**config.mk**
```make
export PLATFORM = sky130hd
export DESIGN_NAME = fetch_imem
export DESIGN_NICKNAME = d
export VERILOG_FILES = /design/src/rtl/imem_pkg.sv /design/src/rtl/imem_rsp_fifo.sv /design/src/rtl/fetch_imem.sv
export SDC_FILE = /design/constraint.sdc
export NUM_CORES = 2
export LEC_CHECK = 0
export CORE_ASPECT_RATIO = 1.75
export CORE_UTILIZATION = 62
export CTS_CLUSTER_SIZE = 10
export DETAILED_ROUTE_END_ITERATION = 12
export GPL_ROUTABILITY_DRIVEN = 0
export PLACE_DENSITY = 0.77
export SLEW_MARGIN = 20
export SYNTH_ARGS = -nofsm -noshare
export SYNTH_HDL_FRONTEND = slang
export SYNTH_HIERARCHICAL = 1
export SYNTH_SLANG_ARGS = --single-unit
export TNS_END_PERCENT = 1
```
**constraint.sdc**
```tcl
create_clock -name CLK -period 3.58 [get_ports CLK]
set_input_delay 0.537 -clock CLK [delete_from_list [all_inputs] [get_ports CLK]]
set_output_delay 0.537 -clock CLK [all_outputs]
set_load 0.02 [all_outputs]
```
**src/rtl/imem_pkg.sv**
```systemverilog
// Shared definitions for the instruction memory fetch block: fault codes,
// the zero/NOP word and the packed response record carried through the
// read pipeline and response FIFO.
package imem_pkg;

    // Fault code returned alongside every fetch response.
    typedef enum logic [1:0] {
        FAULT_OK       = 2'b00,
        FAULT_MISALIGN = 2'b01,
        FAULT_RANGE    = 2'b10
    } fault_e;

    // Word returned on faults, when idle, and for never-written locations.
    localparam logic [31:0] NOP_WORD = 32'h0000_0000;

    // One response: fault code in the top two bits, instruction word below.
    localparam int RSP_W = 34;

    typedef struct packed {
        fault_e      fault;
        logic [31:0] data;
    } rsp_t;

endpackage

```
**src/rtl/imem_rsp_fifo.sv**
```systemverilog
// Small synchronous FIFO holding completed fetch responses until the
// consumer takes them. Depth need not be a power of two; pointers wrap
// explicitly. Head entry is presented combinationally on data_o.
module imem_rsp_fifo #(
    parameter int  WIDTH = 34,
    parameter int  DEPTH = 2,
    localparam int CNT_W = $clog2(DEPTH + 1),
    localparam int PTR_W = (DEPTH > 1) ? $clog2(DEPTH) : 1
) (
    input  logic             clk_i,
    input  logic             rst_n_i,
    input  logic             push_i,
    input  logic [WIDTH-1:0] push_data_i,
    input  logic             pop_i,
    output logic             valid_o,
    output logic [WIDTH-1:0] data_o,
    output logic [CNT_W-1:0] count_o
);

    logic [WIDTH-1:0] store_q [DEPTH];
    logic [PTR_W-1:0] wr_ptr_q, wr_ptr_d;
    logic [PTR_W-1:0] rd_ptr_q, rd_ptr_d;
    logic [CNT_W-1:0] count_q, count_d;
    logic             do_push;
    logic             do_pop;

    assign valid_o = (count_q != '0);
    assign data_o  = store_q[rd_ptr_q];
    assign count_o = count_q;
    assign do_pop  = pop_i && valid_o;
    assign do_push = push_i && ((count_q != CNT_W'(DEPTH)) || do_pop);

    // Next-state for pointers and occupancy.
    always_comb begin
        // NOTE: every always_comb output gets a default first so no path leaves it unassigned and infers a latch.
        wr_ptr_d = wr_ptr_q;
        rd_ptr_d = rd_ptr_q;
        count_d  = count_q;
        if (do_push) begin
            wr_ptr_d = (wr_ptr_q == PTR_W'(DEPTH - 1)) ? '0 : wr_ptr_q + PTR_W'(1);
        end
        if (do_pop) begin
            rd_ptr_d = (rd_ptr_q == PTR_W'(DEPTH - 1)) ? '0 : rd_ptr_q + PTR_W'(1);
        end
        case ({do_push, do_pop})
            2'b10:   count_d = count_q + CNT_W'(1);
            2'b01:   count_d = count_q - CNT_W'(1);
            default: count_d = count_q;
        endcase
    end

    // Pointer and occupancy registers; reset empties the FIFO.
    always_ff @(posedge clk_i or negedge rst_n_i) begin
        if (!rst_n_i) begin
            // NOTE: sequential state uses non-blocking assignment so every register samples pre-edge values.
            wr_ptr_q <= '0;
            rd_ptr_q <= '0;
            count_q  <= '0;
        end else begin
            wr_ptr_q <= wr_ptr_d;
            rd_ptr_q <= rd_ptr_d;
            count_q  <= count_d;
        end
    end

    // Entry storage, written at the tail on push.
    // NOTE: storage arrays carry no reset; occupancy alone decides which entries are meaningful.
    always_ff @(posedge clk_i) begin
        if (do_push) begin
            store_q[wr_ptr_q] <= push_data_i;
        end
    end

endmodule

```
**src/rtl/fetch_imem.sv**
```systemverilog
// Instruction memory with a valid/ready fetch port. A request is classified
// (misaligned / out-of-range / ok) and the array sampled at acceptance, then
// carried through an RD_LAT-stage shift register into a response FIFO of
// depth RD_LAT+1. Credits (pipeline + FIFO occupancy) gate ReqReady so the
// pipeline never has to stall. A separate load port writes program words.
module fetch_imem
    import imem_pkg::*;
#(
    parameter int DEPTH  = 64,
    parameter int RD_LAT = 1,
    parameter int ADDR_W = 64
) (
    input  logic                     CLK,
    input  logic                     Reset_L,
    input  logic                     ReqValid,
    output logic                     ReqReady,
    input  logic [ADDR_W-1:0]        Address,
    output logic                     RspValid,
    input  logic                     RspReady,
    output logic [31:0]              Data,
    output logic [1:0]               Fault,
    input  logic                     LoadEn,
    input  logic [$clog2(DEPTH)-1:0] LoadAddr,
    input  logic [31:0]              LoadData
);

    localparam int IDX_W      = $clog2(DEPTH);
    localparam int FIFO_DEPTH = RD_LAT + 1;
    localparam int CNT_W      = $clog2(FIFO_DEPTH + 1);

    // Two-state storage so never-written words read as zero in simulation.
    bit   [31:0]       mem_q [DEPTH];

    logic [RD_LAT-1:0] pipe_vld_q;
    rsp_t              pipe_rsp_q [RD_LAT];

    logic              ready_en_q;
    logic              req_fire;
    logic              rsp_pop;
    logic [IDX_W-1:0]  rd_idx;
    logic              out_of_range;
    rsp_t              req_rsp;
    logic [CNT_W-1:0]  inflight;
    logic [CNT_W-1:0]  fifo_count;
    logic [CNT_W-1:0]  occupancy;
    logic              fifo_valid;
    logic [RSP_W-1:0]  fifo_head_bits;
    rsp_t              fifo_head;

    assign rd_idx       = Address[IDX_W+1:2];
    assign out_of_range = (Address[ADDR_W-1:2] >= (ADDR_W - 2)'(DEPTH));
    assign occupancy    = inflight + fifo_count;
    assign ReqReady     = ready_en_q && !LoadEn && (occupancy < CNT_W'(FIFO_DEPTH));
    assign req_fire     = ReqValid && ReqReady;
    assign rsp_pop      = RspValid && RspReady;
    assign fifo_head    = rsp_t'(fifo_head_bits);

    // Program-load port; contents survive reset.
    always_ff @(posedge CLK) begin
        if (LoadEn) begin
            mem_q[LoadAddr] <= LoadData;
        end
    end

    // Classify the offered address and read the array for it.
    always_comb begin
        req_rsp.fault = FAULT_OK;
        req_rsp.data  = mem_q[rd_idx];
        if (Address[1:0] != 2'b00) begin
            req_rsp.fault = FAULT_MISALIGN;
            req_rsp.data  = NOP_WORD;
        end else if (out_of_range) begin
            req_rsp.fault = FAULT_RANGE;
            req_rsp.data  = NOP_WORD;
        end
    end

    // Hold ReqReady low for the first edge after reset release.
    always_ff @(posedge CLK or negedge Reset_L) begin
        if (!Reset_L) begin
            ready_en_q <= 1'b0;
        end else begin
            ready_en_q <= 1'b1;
        end
    end

    // Valid bits of the read pipeline; reset discards in-flight requests.
    always_ff @(posedge CLK or negedge Reset_L) begin
        if (!Reset_L) begin
            pipe_vld_q <= '0;
        end else begin
            pipe_vld_q[0] <= req_fire;
            for (int i = 1; i < RD_LAT; i++) begin
                pipe_vld_q[i] <= pipe_vld_q[i-1];
            end
        end
    end

    // Payload of the read pipeline, captured at acceptance and shifted along.
    always_ff @(posedge CLK) begin
        if (req_fire) begin
            pipe_rsp_q[0] <= req_rsp;
        end
        for (int i = 1; i < RD_LAT; i++) begin
            pipe_rsp_q[i] <= pipe_rsp_q[i-1];
        end
    end

    // Count requests still travelling through the pipeline.
    always_comb begin
        inflight = '0;
        for (int i = 0; i < RD_LAT; i++) begin
            inflight = inflight + CNT_W'(pipe_vld_q[i]);
        end
    end

    imem_rsp_fifo #(
        .WIDTH (RSP_W),
        .DEPTH (FIFO_DEPTH)
    ) u_rsp_fifo (
        .clk_i       (CLK),
        .rst_n_i     (Reset_L),
        .push_i      (pipe_vld_q[RD_LAT-1]),
        .push_data_i (pipe_rsp_q[RD_LAT-1]),
        .pop_i       (rsp_pop),
        .valid_o     (fifo_valid),
        .data_o      (fifo_head_bits),
        .count_o     (fifo_count)
    );

    // Present the FIFO head; drive zeros whenever nothing is presented.
    always_comb begin
        RspValid = fifo_valid;
        Data     = NOP_WORD;
        Fault    = FAULT_OK;
        if (fifo_valid) begin
            Data  = fifo_head.data;
            Fault = fifo_head.fault;
        end
    end

endmodule
```
==> reports/qor.csv <==
metric,value,unit
grt.met1_usage,39.45,%
grt_pass1_wl,314.4,mm
worst_r2r_path_depth,5,
synth_top_area_cell,edfxtp_1,
syn_avg_cell_area,22.75,sq um
layout.cells.non_filler,5768,
cts_buffers,233,
status,"finished, final reports clean",
rrSetupSlack,1.08,ns
grt_remaining_overflow,0,
min_to,mem_q[43][17]$_DFFE_PP_,
max_freq,0.3024,GHz
drcViolationCount,0,
synth_top_area_share,79.03,%
cp.buffers_inverters,2,
cp_max_fo,35,
power_density,561.5,nW/um^2
viasPerCell,7.238,
numClockSinks,2156,
cp_data_arrival_time,2.77,ns
period_needed,3.307,ns
wl,223.7,mm
yosys_warnings,6,
drtPass1Iterations,6,
grt_pass1_vias,43810,
core,130300,sq um
use_met3,6.659,%
synth_edf_count,2150,
holdWs,0.2300,ns
fp-row-count,175,
num-fill-cells,6766,
ir_drop,0.0005167,V
ys_seq_area_share,79.22,%
cts_tree,built,
syn_to_final_growth,15.15,%
place_hpwl,122.4,mm
hold-path-cell-count,2,
maxSlewHeadroom,16.21,%
grt_max_degree,73,
die_h,482.2,microns
ant_nets,0,
yosysUniqueCellTypes,52,
skew,0.02876,ns
yosys-top-cells-area,"edfxtp_1, mux4_2, mux2i_1, o22ai_1, a22o_1",
synth-main-ff-cell,edfxtp_1,
start_util,62.70,%
min_path_type,primary input to register,
ctsRootBufferMaster,clkbuf_16,
crit_family,buffers and inverters,
syn_area,81690,sq um
cap_violations,0,
async_reset_ff_share,0.2783,%
clk_pin_slew,0.06,ns
layout_setup_ws,0.2731,ns
cp-start-kind,register,
rsz0062_at_grt,false,
worst_pin_slew,1.257,ns
endpoint_kind,primary output,
crit_chain,"buf_4, mux2_2, and2_1, clkdlybuf4s50_1",
grt_util_met2,56.57,%
portBuffers,142,
layout.nets,4152,
critPathMaxStageDelay,0.54,ns
insertion_delay,0.84,ns
fp.dieW,276.4,microns
pin_count,143,
grt_antenna_before_repair,15,
grt_util_all_layers,34.18,%
yosysMostFrequentCell,edfxtp_1,
drive_gt1_share,28.23,%
dp_slack,-0.03350,ns
grt.busiest_layer,met2,
netlist_instances,3591,
reg2reg_to,pipe_rsp_q[0][27]$_SDFFCE_PP0P_,
fin_util,72.20,%
netlist_top_cells_count,"edfxtp_1, mux4_2, nor2_1, o22ai_1, clkbuf_1",
avgRoutedWirePerCell,38.79,microns
syn_nets,3699,
finalSetupViolCount,0,
fin_crit_sh,92.37,%
cpMaxStageDelayCell,clkdlybuf4s50_1,
required,3.04,ns
worstHoldStart,LoadData[17],
hold_viol,0,
leakagePower,0.02945,uW
postCtsSetupBuffers,0,
die_area,133300,sq um
place_inst,5489,
ys_ff_latch,2156,
worst-path-stages,4,
r2r-start,mem_q[17][27]$_DFFE_PP_,
path_class,register to primary output,
h-tree-depth,4,
drt_iter0_drc,6076,
finalSetupTns,0,ns
vias,41750,
cts_buffer_depth,3,
slew_violations,0,
==> worst register-to-register path, cell delays in order (launching register included) <==
cell and delay (ns):
edfxtp_1 0.40, mux4_2 0.49, a22oi_1 0.57, a21oi_1 0.15
a21oi_1 0.42, o32ai_1 0.18
==> cell families after synthesis <==
family	Yosys count	share of synthesized area, %
flip-flops	2156	79.22
buffers and inverters	208	1.268
AND/OR/NAND/NOR	287	1.711
adder cells (fa/ha/maj)	1	0.01531
XOR/XNOR	6	0.07352
AO/OA/AOI/OAI	354	3.224
multiplexers	578	14.49
other	1	0.004591
==> report_power, final <==
group	internal, uW	switching [uW]	leakage (uW)
Clock	11700	8930	0.00302
Sequential	28100	126	0.0194
Combinational	1630	2350	0.00707
==> stage by stage <==
step                      area, sq um  power, uW
after floorplan                 81690      30670
after global placement          87840      32510
after detailed placement        87860      32600
after CTS                       94050      52850
after global routing            94060      53860
final                           94060      52820
==> metal layers <==
layer  share of wire [%]  up-vias  routed length (microns)
met1                  30    21490                    67390
met2                  50     3336                   111400
li1                    -    16130                        -
met5               0.044        -                       99
met3                  11      777                    24450
met4                 9.1       16                    20380
==> final cells by class <==
class                           instances  area [sq um]  area share, %
Antenna cell                            3         7.507       0.007981
Clock buffer                          267          6086          6.470
Clock inverter                          8         91.34        0.09710
Inverter                                3         11.26        0.01197
Multi-Input combinational cell       1227         16500          17.54
Sequential cell                      2156         64710          68.80
Tap cell                             1681          2103          2.236
Timing Repair Buffer                  423          4554          4.842
==> how the worst max path moves through the flow <==
stage / from / end / slack, ns
2_1_floorplan: LoadAddr[3] / mem_q[50][0]$_DFFE_PP_ / -0.11
3_3_place_gp: Address[2] / pipe_rsp_q[0][22]$_SDFFCE_PP0P_ / -0.02
3_5_place_dp: Address[2] / pipe_rsp_q[0][22]$_SDFFCE_PP0P_ / -0.03
4_1_cts: u_rsp_fifo/rd_ptr_q$_DFFE_PN0P_ / Data[9] / 0.20
5_1_grt: u_rsp_fifo/rd_ptr_q$_DFFE_PN0P_ / Data[9] / 0.20
6_report: u_rsp_fifo/rd_ptr_q$_DFFE_PN0P_ / Data[9] / 0.27
==> cells in the final DEF, fill, tap and decap left out, types with 4 or more instances in the layout <==
cell type / n
o31ai_1: 14
inv_6: 4
o211ai_1: 14
clkbuf_1: 28
edfxtp_1: 2150
nand2_1: 35
mux4_2: 480
nand2b_1: 4
mux2i_1: 64
nand3b_1: 5
a22o_1: 66
o22ai_1: 95
clkdlybuf4s50_1: 106
a22oi_1: 73
nor2b_1: 4
a21oi_1: 24
o32ai_1: 15
or3_1: 7
and3_1: 9
buf_4: 190
buf_12: 93
clkbuf_16: 239
a211oi_1: 20
nand3_1: 8
nor4_1: 15
and2_1: 35
nor2b_4: 4
xnor2_1: 5
mux2_2: 26
dfrtp_1: 6
nor2_1: 50
nand4_1: 5
nor3_1: 25
nor2_4: 65
o221ai_1: 22
mux2_1: 8
buf_2: 30
==> repair_timing <==
action | CTS | global route
endpoints found under the hold margin | 6 | 0
gates resized for setup | 0 | 0
hold buffers | 1 | 0
endpoints found under the setup margin | 0 | 0
==> flip-flops by register name, summed over array words and instances (netlist names) <==
register	count
pipe_vld_q	1
ready_en_q	1
u_rsp_fifo/store_q	68
u_rsp_fifo/wr_ptr_q	1
mem_q	2048
pipe_rsp_q	34
u_rsp_fifo/count_o	2
u_rsp_fifo/rd_ptr_q	1
Note: power is estimated with default switching activity, not from simulation.
